[src/rtl/serial_bit_source_pkg.sv]
// Shared definitions for the serial bit source and the detector-side bench:
// FSM state encoding and default word geometry.
package serial_bit_source_pkg;

  typedef enum logic {
    ST_IDLE,
    ST_SHIFT
  } state_t;

  localparam int   DEFAULT_WIDTH    = 8;
  localparam logic DEFAULT_IDLE_BIT = 1'b0;
  localparam int   DEFAULT_CNT_W    = 8;

endpackage

[src/rtl/serial_bit_source_if.sv]
// Load handshake plus serial line and status for the serial bit source.
// master = upstream word producer / observer, slave = the serializer.
interface serial_bit_source_if
  import serial_bit_source_pkg::*;
#(
  parameter int WIDTH = DEFAULT_WIDTH,
  parameter int CNT_W = DEFAULT_CNT_W
);

  logic [WIDTH-1:0] data_in;
  logic             load_valid;
  logic             load_ready;
  logic             x_out;
  logic             busy;
  logic             last;
  logic [CNT_W-1:0] words_sent;

  modport master (
    output data_in,
    output load_valid,
    input  load_ready,
    input  x_out,
    input  busy,
    input  last,
    input  words_sent
  );

  modport slave (
    input  data_in,
    input  load_valid,
    output load_ready,
    output x_out,
    output busy,
    output last,
    output words_sent
  );

endinterface

[src/rtl/serial_bit_source.sv]
// Parallel-to-serial word source: accepts words over valid/ready and shifts
// them out MSB-first on x_out, gapless when words arrive back to back.
module serial_bit_source
  import serial_bit_source_pkg::*;
#(
  parameter int   WIDTH    = DEFAULT_WIDTH,
  parameter logic IDLE_BIT = DEFAULT_IDLE_BIT,
  parameter int   CNT_W    = DEFAULT_CNT_W
) (
  input logic                clock,
  input logic                reset,
  serial_bit_source_if.slave bus
);

  localparam int              CW       = $clog2(WIDTH);
  localparam logic [CW-1:0]   CNT_LAST = CW'(WIDTH - 1);

  state_t           state;
  logic [WIDTH-1:0] shreg;
  logic [CW-1:0]    cnt;
  logic [CNT_W-1:0] words_sent;

  logic final_bit;
  logic load_ready;
  logic transfer;

  // Everything visible outside is decoded from registers only.
  assign final_bit  = (state == ST_SHIFT) && (cnt == CNT_LAST);
  assign load_ready = (state == ST_IDLE) || final_bit;
  assign transfer   = bus.load_valid && load_ready;

  always_ff @(posedge clock) begin
    if (reset) begin
      state      <= ST_IDLE;
      cnt        <= '0;
      shreg      <= '0;
      words_sent <= '0;
    end else begin
      case (state)
        ST_IDLE: begin
          if (transfer) begin
            shreg <= bus.data_in;
            cnt   <= '0;
            state <= ST_SHIFT;
          end
        end
        ST_SHIFT: begin
          if (cnt != CNT_LAST) begin
            shreg <= {shreg[WIDTH-2:0], 1'b0};
            cnt   <= cnt + CW'(1);
          end else begin
            // Final bit: reload in place so the next word follows with no gap.
            words_sent <= words_sent + CNT_W'(1);
            if (transfer) begin
              shreg <= bus.data_in;
              cnt   <= '0;
            end else begin
              state <= ST_IDLE;
            end
          end
        end
        default: state <= ST_IDLE;
      endcase
    end
  end

  assign bus.load_ready = load_ready;
  assign bus.x_out      = (state == ST_SHIFT) ? shreg[WIDTH-1] : IDLE_BIT;
  assign bus.busy       = (state == ST_SHIFT);
  assign bus.last       = final_bit;
  assign bus.words_sent = words_sent;

endmodule

[src/flat_wrapper.sv]
// flat-port wrapper written by rule: the top's interface ports become plain ports
module serial_bit_source_flat import serial_bit_source_pkg::*;
#(
  parameter int   WIDTH    = DEFAULT_WIDTH,
  parameter logic IDLE_BIT = DEFAULT_IDLE_BIT,
  parameter int   CNT_W    = DEFAULT_CNT_W
)
  (clock, reset, bus_data_in, bus_load_valid, bus_load_ready, bus_x_out, bus_busy, bus_last, bus_words_sent);
  serial_bit_source_if #(.WIDTH(WIDTH), .CNT_W(CNT_W)) bus_i ();
  input logic clock;
  input logic reset;
  input wire logic [$bits(bus_i.data_in)-1:0] bus_data_in;
  input wire logic [$bits(bus_i.load_valid)-1:0] bus_load_valid;
  output wire logic [$bits(bus_i.load_ready)-1:0] bus_load_ready;
  output wire logic [$bits(bus_i.x_out)-1:0] bus_x_out;
  output wire logic [$bits(bus_i.busy)-1:0] bus_busy;
  output wire logic [$bits(bus_i.last)-1:0] bus_last;
  output wire logic [$bits(bus_i.words_sent)-1:0] bus_words_sent;
  assign bus_i.data_in = bus_data_in;
  assign bus_i.load_valid = bus_load_valid;
  assign bus_load_ready = bus_i.load_ready;
  assign bus_x_out = bus_i.x_out;
  assign bus_busy = bus_i.busy;
  assign bus_last = bus_i.last;
  assign bus_words_sent = bus_i.words_sent;
  serial_bit_source #(.WIDTH(WIDTH), .IDLE_BIT(IDLE_BIT), .CNT_W(CNT_W)) u_core (.clock(clock), .reset(reset), .bus(bus_i));
endmodule
[config.mk]
export PLATFORM = sky130hd
export DESIGN_NAME = serial_bit_source_flat
export DESIGN_NICKNAME = d
export VERILOG_FILES = /design/src/rtl/serial_bit_source_pkg.sv /design/src/rtl/serial_bit_source_if.sv /design/src/rtl/serial_bit_source.sv /design/src/flat_wrapper.sv
export SDC_FILE = /design/constraint.sdc
export NUM_CORES = 1
export LEC_CHECK = 0
export CAP_MARGIN = 0
export CORE_MARGIN = 2
export CORE_UTILIZATION = 35
export DETAILED_ROUTE_END_ITERATION = 16
export PLACE_DENSITY = 0.65
export SYNTH_ARGS = -nofsm -noshare
export SYNTH_HDL_FRONTEND = slang
export SYNTH_SLANG_ARGS = --single-unit
[constraint.sdc]
create_clock -name clock -period 1.9 [get_ports clock]
set_clock_uncertainty 0.05 [all_clocks]
set_input_delay 0.475 -clock clock [delete_from_list [all_inputs] [get_ports clock]]
set_output_delay 0.475 -clock clock [all_outputs]
set_load 0.03 [all_outputs]
==> After elaboration in Yosys (flattened, before gate mapping) <==
Cells that the tools add are included.
{ "classes": {"mux": 10, "bitwise": 2, "eq_ne": 2, "add_sub_neg": 2, "n_reduce_logical": 4} }
{ "ops": {"columns": ["operator", "count"], "rows": [
  ["8-bit 2-to-1 mux", 2],
  ["8-bit case mux with 2 select lines", 1],
  ["8-bit by 1-bit adder with 8-bit output (second input constant)", 1],
  ["3-bit 2-to-1 mux", 2],
  ["3-bit case mux with 2 select lines", 1],
  ["3-bit by 1-bit adder with 3-bit output (second input constant)", 1],
  ["3-bit equality test (second input constant)", 1],
  ["1-bit 2-to-1 mux", 3],
  ["3-bit inequality test (second input constant)", 1],
  ["1-bit logical AND", 2],
  ["1-bit inverter", 2],
  ["1-bit case mux with 2 select lines", 1],
  ["2-bit AND reduction", 1],
  ["1-bit logical OR", 1]
]} }
{ "word_totals": {"reg_bits": 20, "output_inout_bits": 12, "elab_cells": 24, "inputBits": 11} }

==> Longest topological paths before layout <==
{ "depth": {"ltp_word": 7, "ltp_mapped": 7} }

==> Worst setup path before layout <==
Ideal clock, no wire load.
{ "synth_timing": {"kind": "register -> output", "start": "reg u_core.cnt[0]", "end": "out bus_load_ready", "t_arrival_ns": 1.215, "path_stages_with_launch": 6, "setup_slack_ns": 0.160, "cell_sequence": "dfxtp_1 > ha_1 > ha_1 > and2b_4 > inv_2 > buf_6"} }
{ "synth_via": {"elab_chain_len": 3} }
{ "synth_rtl": {"columns": ["item", "line", "text"], "rows": [
  ["start, declared", "serial_bit_source.sv:20", "logic [CW-1:0] cnt;"],
  ["start signal, assigned", "serial_bit_source.sv:50", "cnt <= cnt + CW'(1);"],
  ["3-bit equality test", "serial_bit_source.sv:28", "assign final_bit = (state == ST_SHIFT) && (cnt == CNT_LAST);"],
  ["1-bit logical AND", "serial_bit_source.sv:28", null],
  ["1-bit logical OR", "serial_bit_source.sv:29", "assign load_ready = (state == ST_IDLE) || final_bit;"],
  ["end, declared", "flat_wrapper.sv:14", "output wire logic [$bits(bus_i.load_ready)-1:0] bus_load_ready;"]
]} }
Every way passes these cells.

==> Worst setup path after layout <==
Same ends and word-level chain as after synthesis.

==> flow_metrics.tcl <==
set metrics [dict create \
    grt_pass1_wl_um 3010 \
    root_buffer "clkbuf_4" \
    synth_fp_nets 109 \
    vias 764 \
    die_area_um2 2940 \
    crit_slowest_cell "dfxtp_2" \
    dr.pass1.iters 4 \
    synthTopCellsByArea "dfxtp_1 (45%), mux2i_1 (9.1%), a211oi_1 (6.0%)" \
    yosysMostFrequentCell "dfxtp_1" \
    power.leakage_nw 0.574 \
    synth_top_area_cell "dfxtp_1" \
    avgSynthCellArea_um2 9.29 \
    ir_drop_mv 0.448 \
    gp_congestion 0.612 \
    use_met1 0.172 \
    p_switching_mw 0.189 \
    core_area_um2 2430 \
    syn2layout_area_growth_pct 41.3 \
    clockPowerShare 0.382 \
    min_period_over_period 1.01 \
    wl_per_cell_um 11.6 \
    outcome "finished with violations" \
    fin_util 0.512 \
    fin_tns_setup_ps -11.4 \
    num_antenna_cells 0 \
    gr-total-overflow 0 \
    grt_max_degree 21 \
    port-buffer-count 22 \
    seqPwrFrac 0.499 \
    worstSetupPathType "reg2out" \
    vias_per_cell 4.96 \
    worst_pin_slew_ps 322 \
    maxCapViolations 0 \
    yosys.cell_types.count 25 \
    clk_transition_reported_paths_ps 120 \
    hp-class "reg2reg" \
    yosysSeqAreaShare 0.454 \
    hpwl_um 1260 \
    cts_max_level 1 \
    cp_cell_sequence "ha_4 -> ha_4 -> and2b_4 -> inv_2 -> buf_6" \
    rsz0062_at_grt "true" \
    powerDensity_nw_per_um2 720 \
    maxSlewViolCount 0 \
    hold_viol_final 0 \
    ys_warn_count 0 \
    cell_internal_pwr_mw 0.708 \
    synth-edff-count 0 \
    synth_top_area_frac 0.454 \
    r2r_slack_ps 300 \
    cp_max_fo 4 \
    fin_cells 154 \
    timing.fmax_mhz 523 \
    clock_sinks 20 \
    min_period_ps 1910 \
    drc 0 \
    finalSetupViolCount 1 \
    violations "setup timing" \
    setup_slack_ps -11.4 \
    initial_core_util 0.363 \
    maxSlewHeadroom 0.785 \
    drtIter0Drc 6 \
    dieWidth_um 54.2 \
    synth-main-ff-cell "dfxtp_1" \
    pin_count 23 \
    use_met3 0.0278 \
    clk_latency_ps 290 \
    cp.arrival_ps 1390 \
    numPlacedInstances 147 \
    synth_async_sr_flop_share 0 \
    combPwrFrac 0.119 \
    drt-total-wl_um 1780 \
    syn_inst 95 \
    busiest_layer "met2" \
    nNetsFinal 139 \
    tritoncts "done" \
    drive_gt1_frac 0.169 \
    grtUsageTotal 0.137 \
    use_met2 0.241 \
    clockBufferDepth 2 \
    switching_share 0.211 \
    crit_required_ps 1370 \
    synth_area_um2 882 \
    critPathLaunchType "register" \
    die_y_um 54.2 \
    cpMostUsedCell "ha_4" \
    synth-seq-cells 20 \
    slowest_delay_ps 360 \
    ant_nets 0 \
    grt_pass1_vias 745 \
    end_kind "output pin" \
    holdBufCountCts 0 \
    antenna_found_initial 0 \
    synth_top_cells_by_count "dfxtp_1 (20), nor2_1 (11), a21oi_1 (9)" \
    fill_cells 265 \
    num_rows 18 \
    cts_buffers 3 \
]
cell type report:
| type | instances | area [µm²] | area share |
|---|---|---|---|
| Tap cell | 30 | 37.5 | 0.0301 |
| Timing Repair Buffer | 29 | 270 | 0.217 |
| Clock inverter | 1 | 30.0 | 0.0241 |
| Clock buffer | 3 | 22.5 | 0.0181 |
| Inverter | 4 | 15.0 | 0.0120 |
| Multi-Input combinational cell | 67 | 468 | 0.376 |
| Sequential cell | 20 | 403 | 0.323 |
metal layers:
| metal | up-vias | share of wire |
|---|---|---|
| met1 | 350 | 0.47 |
| met4 | 0 | 0 |
| li1 | 396 | - |
| met2 | 18 | 0.47 |
| met3 | 0 | 0.056 |
| met5 | - | 0 |
power groups by stage:
stage | sequential (mW) | combinational [mW] | clock (mW)
final | 0.448 | 0.107 | 0.342
after global routing | 0.450 | 0.117 | 0.367
after CTS | 0.448 | 0.108 | 0.352
after detailed placement | 0.456 | 0.102 | 0
after global placement | 0.455 | 0.0994 | 0
after floorplan | 0.458 | 0.0569 | 0
critical path: cells and delay by family (launching register included):
family / cells / cell delay [ps]
buf+inv: 2 / 170
fa+ha+maj: 2 / 320
flops: 1 / 360
simple gates: 1 / 250
path summary, 6_finish.rpt:
kind | startpoint | end | depth (start not counted)
worst min register to register | u_core.bus.words_sent[7] | u_core.bus.words_sent[7] | 2
worst max register to register | u_core.cnt[0] | u_core.bus.words_sent[7] | 6
worst min-delay path | u_core.bus.words_sent[7] | u_core.bus.words_sent[7] | 2
worst max-delay path | u_core.cnt[0] | bus_load_ready | 5
kinds of logic after synthesis:
family	synth area share
buffers and inverters	0.0440
adders and majority gates	0.0426
muxes	0.0908
AOI/OAI and AO/OA	0.142
and+or+nand+nor	0.207
DFF	0.454
xor gates and xnor gates	0.0199
metrics by stage:
| step | setup WS (ps) | hold slack [ps] | power (mW) | cell area [µm²] |
|---|---|---|---|---|
| 6_report | -11.4 | 436 | 0.897 | 1250 |
| 5_1_grt | -66.7 | 480 | 0.934 | 1250 |
| 4_1_cts | -32.6 | 441 | 0.909 | 1230 |
| 3_5_place_dp | 138 | 425 | 0.558 | 1140 |
| 3_3_place_gp | 165 | 412 | 0.554 | 1140 |
| 2_1_floorplan | 160 | 414 | 0.515 | 882 |
placed cells by master (no fill, tap or decap):
cell             Yosys  final
nand3b_1             3      3
nand4_2              2      2
ha_1                 3      1
or4_1                1      1
nand2_1              5      5
o31ai_1              1      1
and2b_4              1      1
a211oi_1             7      7
dfxtp_2              0      2
mux2i_1              8      8
bufinv_16            0      1
dfxtp_1             20     18
inv_2                1      1
clkbuf_4             0      3
nand2b_1             1      1
nor2_1              11     11
o21ai_0              4      4
or3_1                4      4
buf_6                1      1
xor2_1               1      1
ha_4                 0      2
nor3_1               1      1
and2_1               1      1
clkdlybuf4s50_1      0     10
inv_1                3      3
dlymetal6s2s_1       0      3
dlygate4sd2_1        0      7
buf_4                0      8
a21oi_1              9      9
xnor2_1              1      1
nand3_1              3      3
registers in the layout, indices dropped and copies added, names as in the netlist:
register and cells:
u_core.bus.busy 1, u_core.shreg 8, u_core.bus.words_sent 8, u_core.cnt 3
what timing repair did:
item,in CTS,in global routing
gates resized for setup,14,3
endpoints found under the setup margin,9,4
pin swaps,0,0
setup buffers,2,1
(Power assumes the default switching activity.)
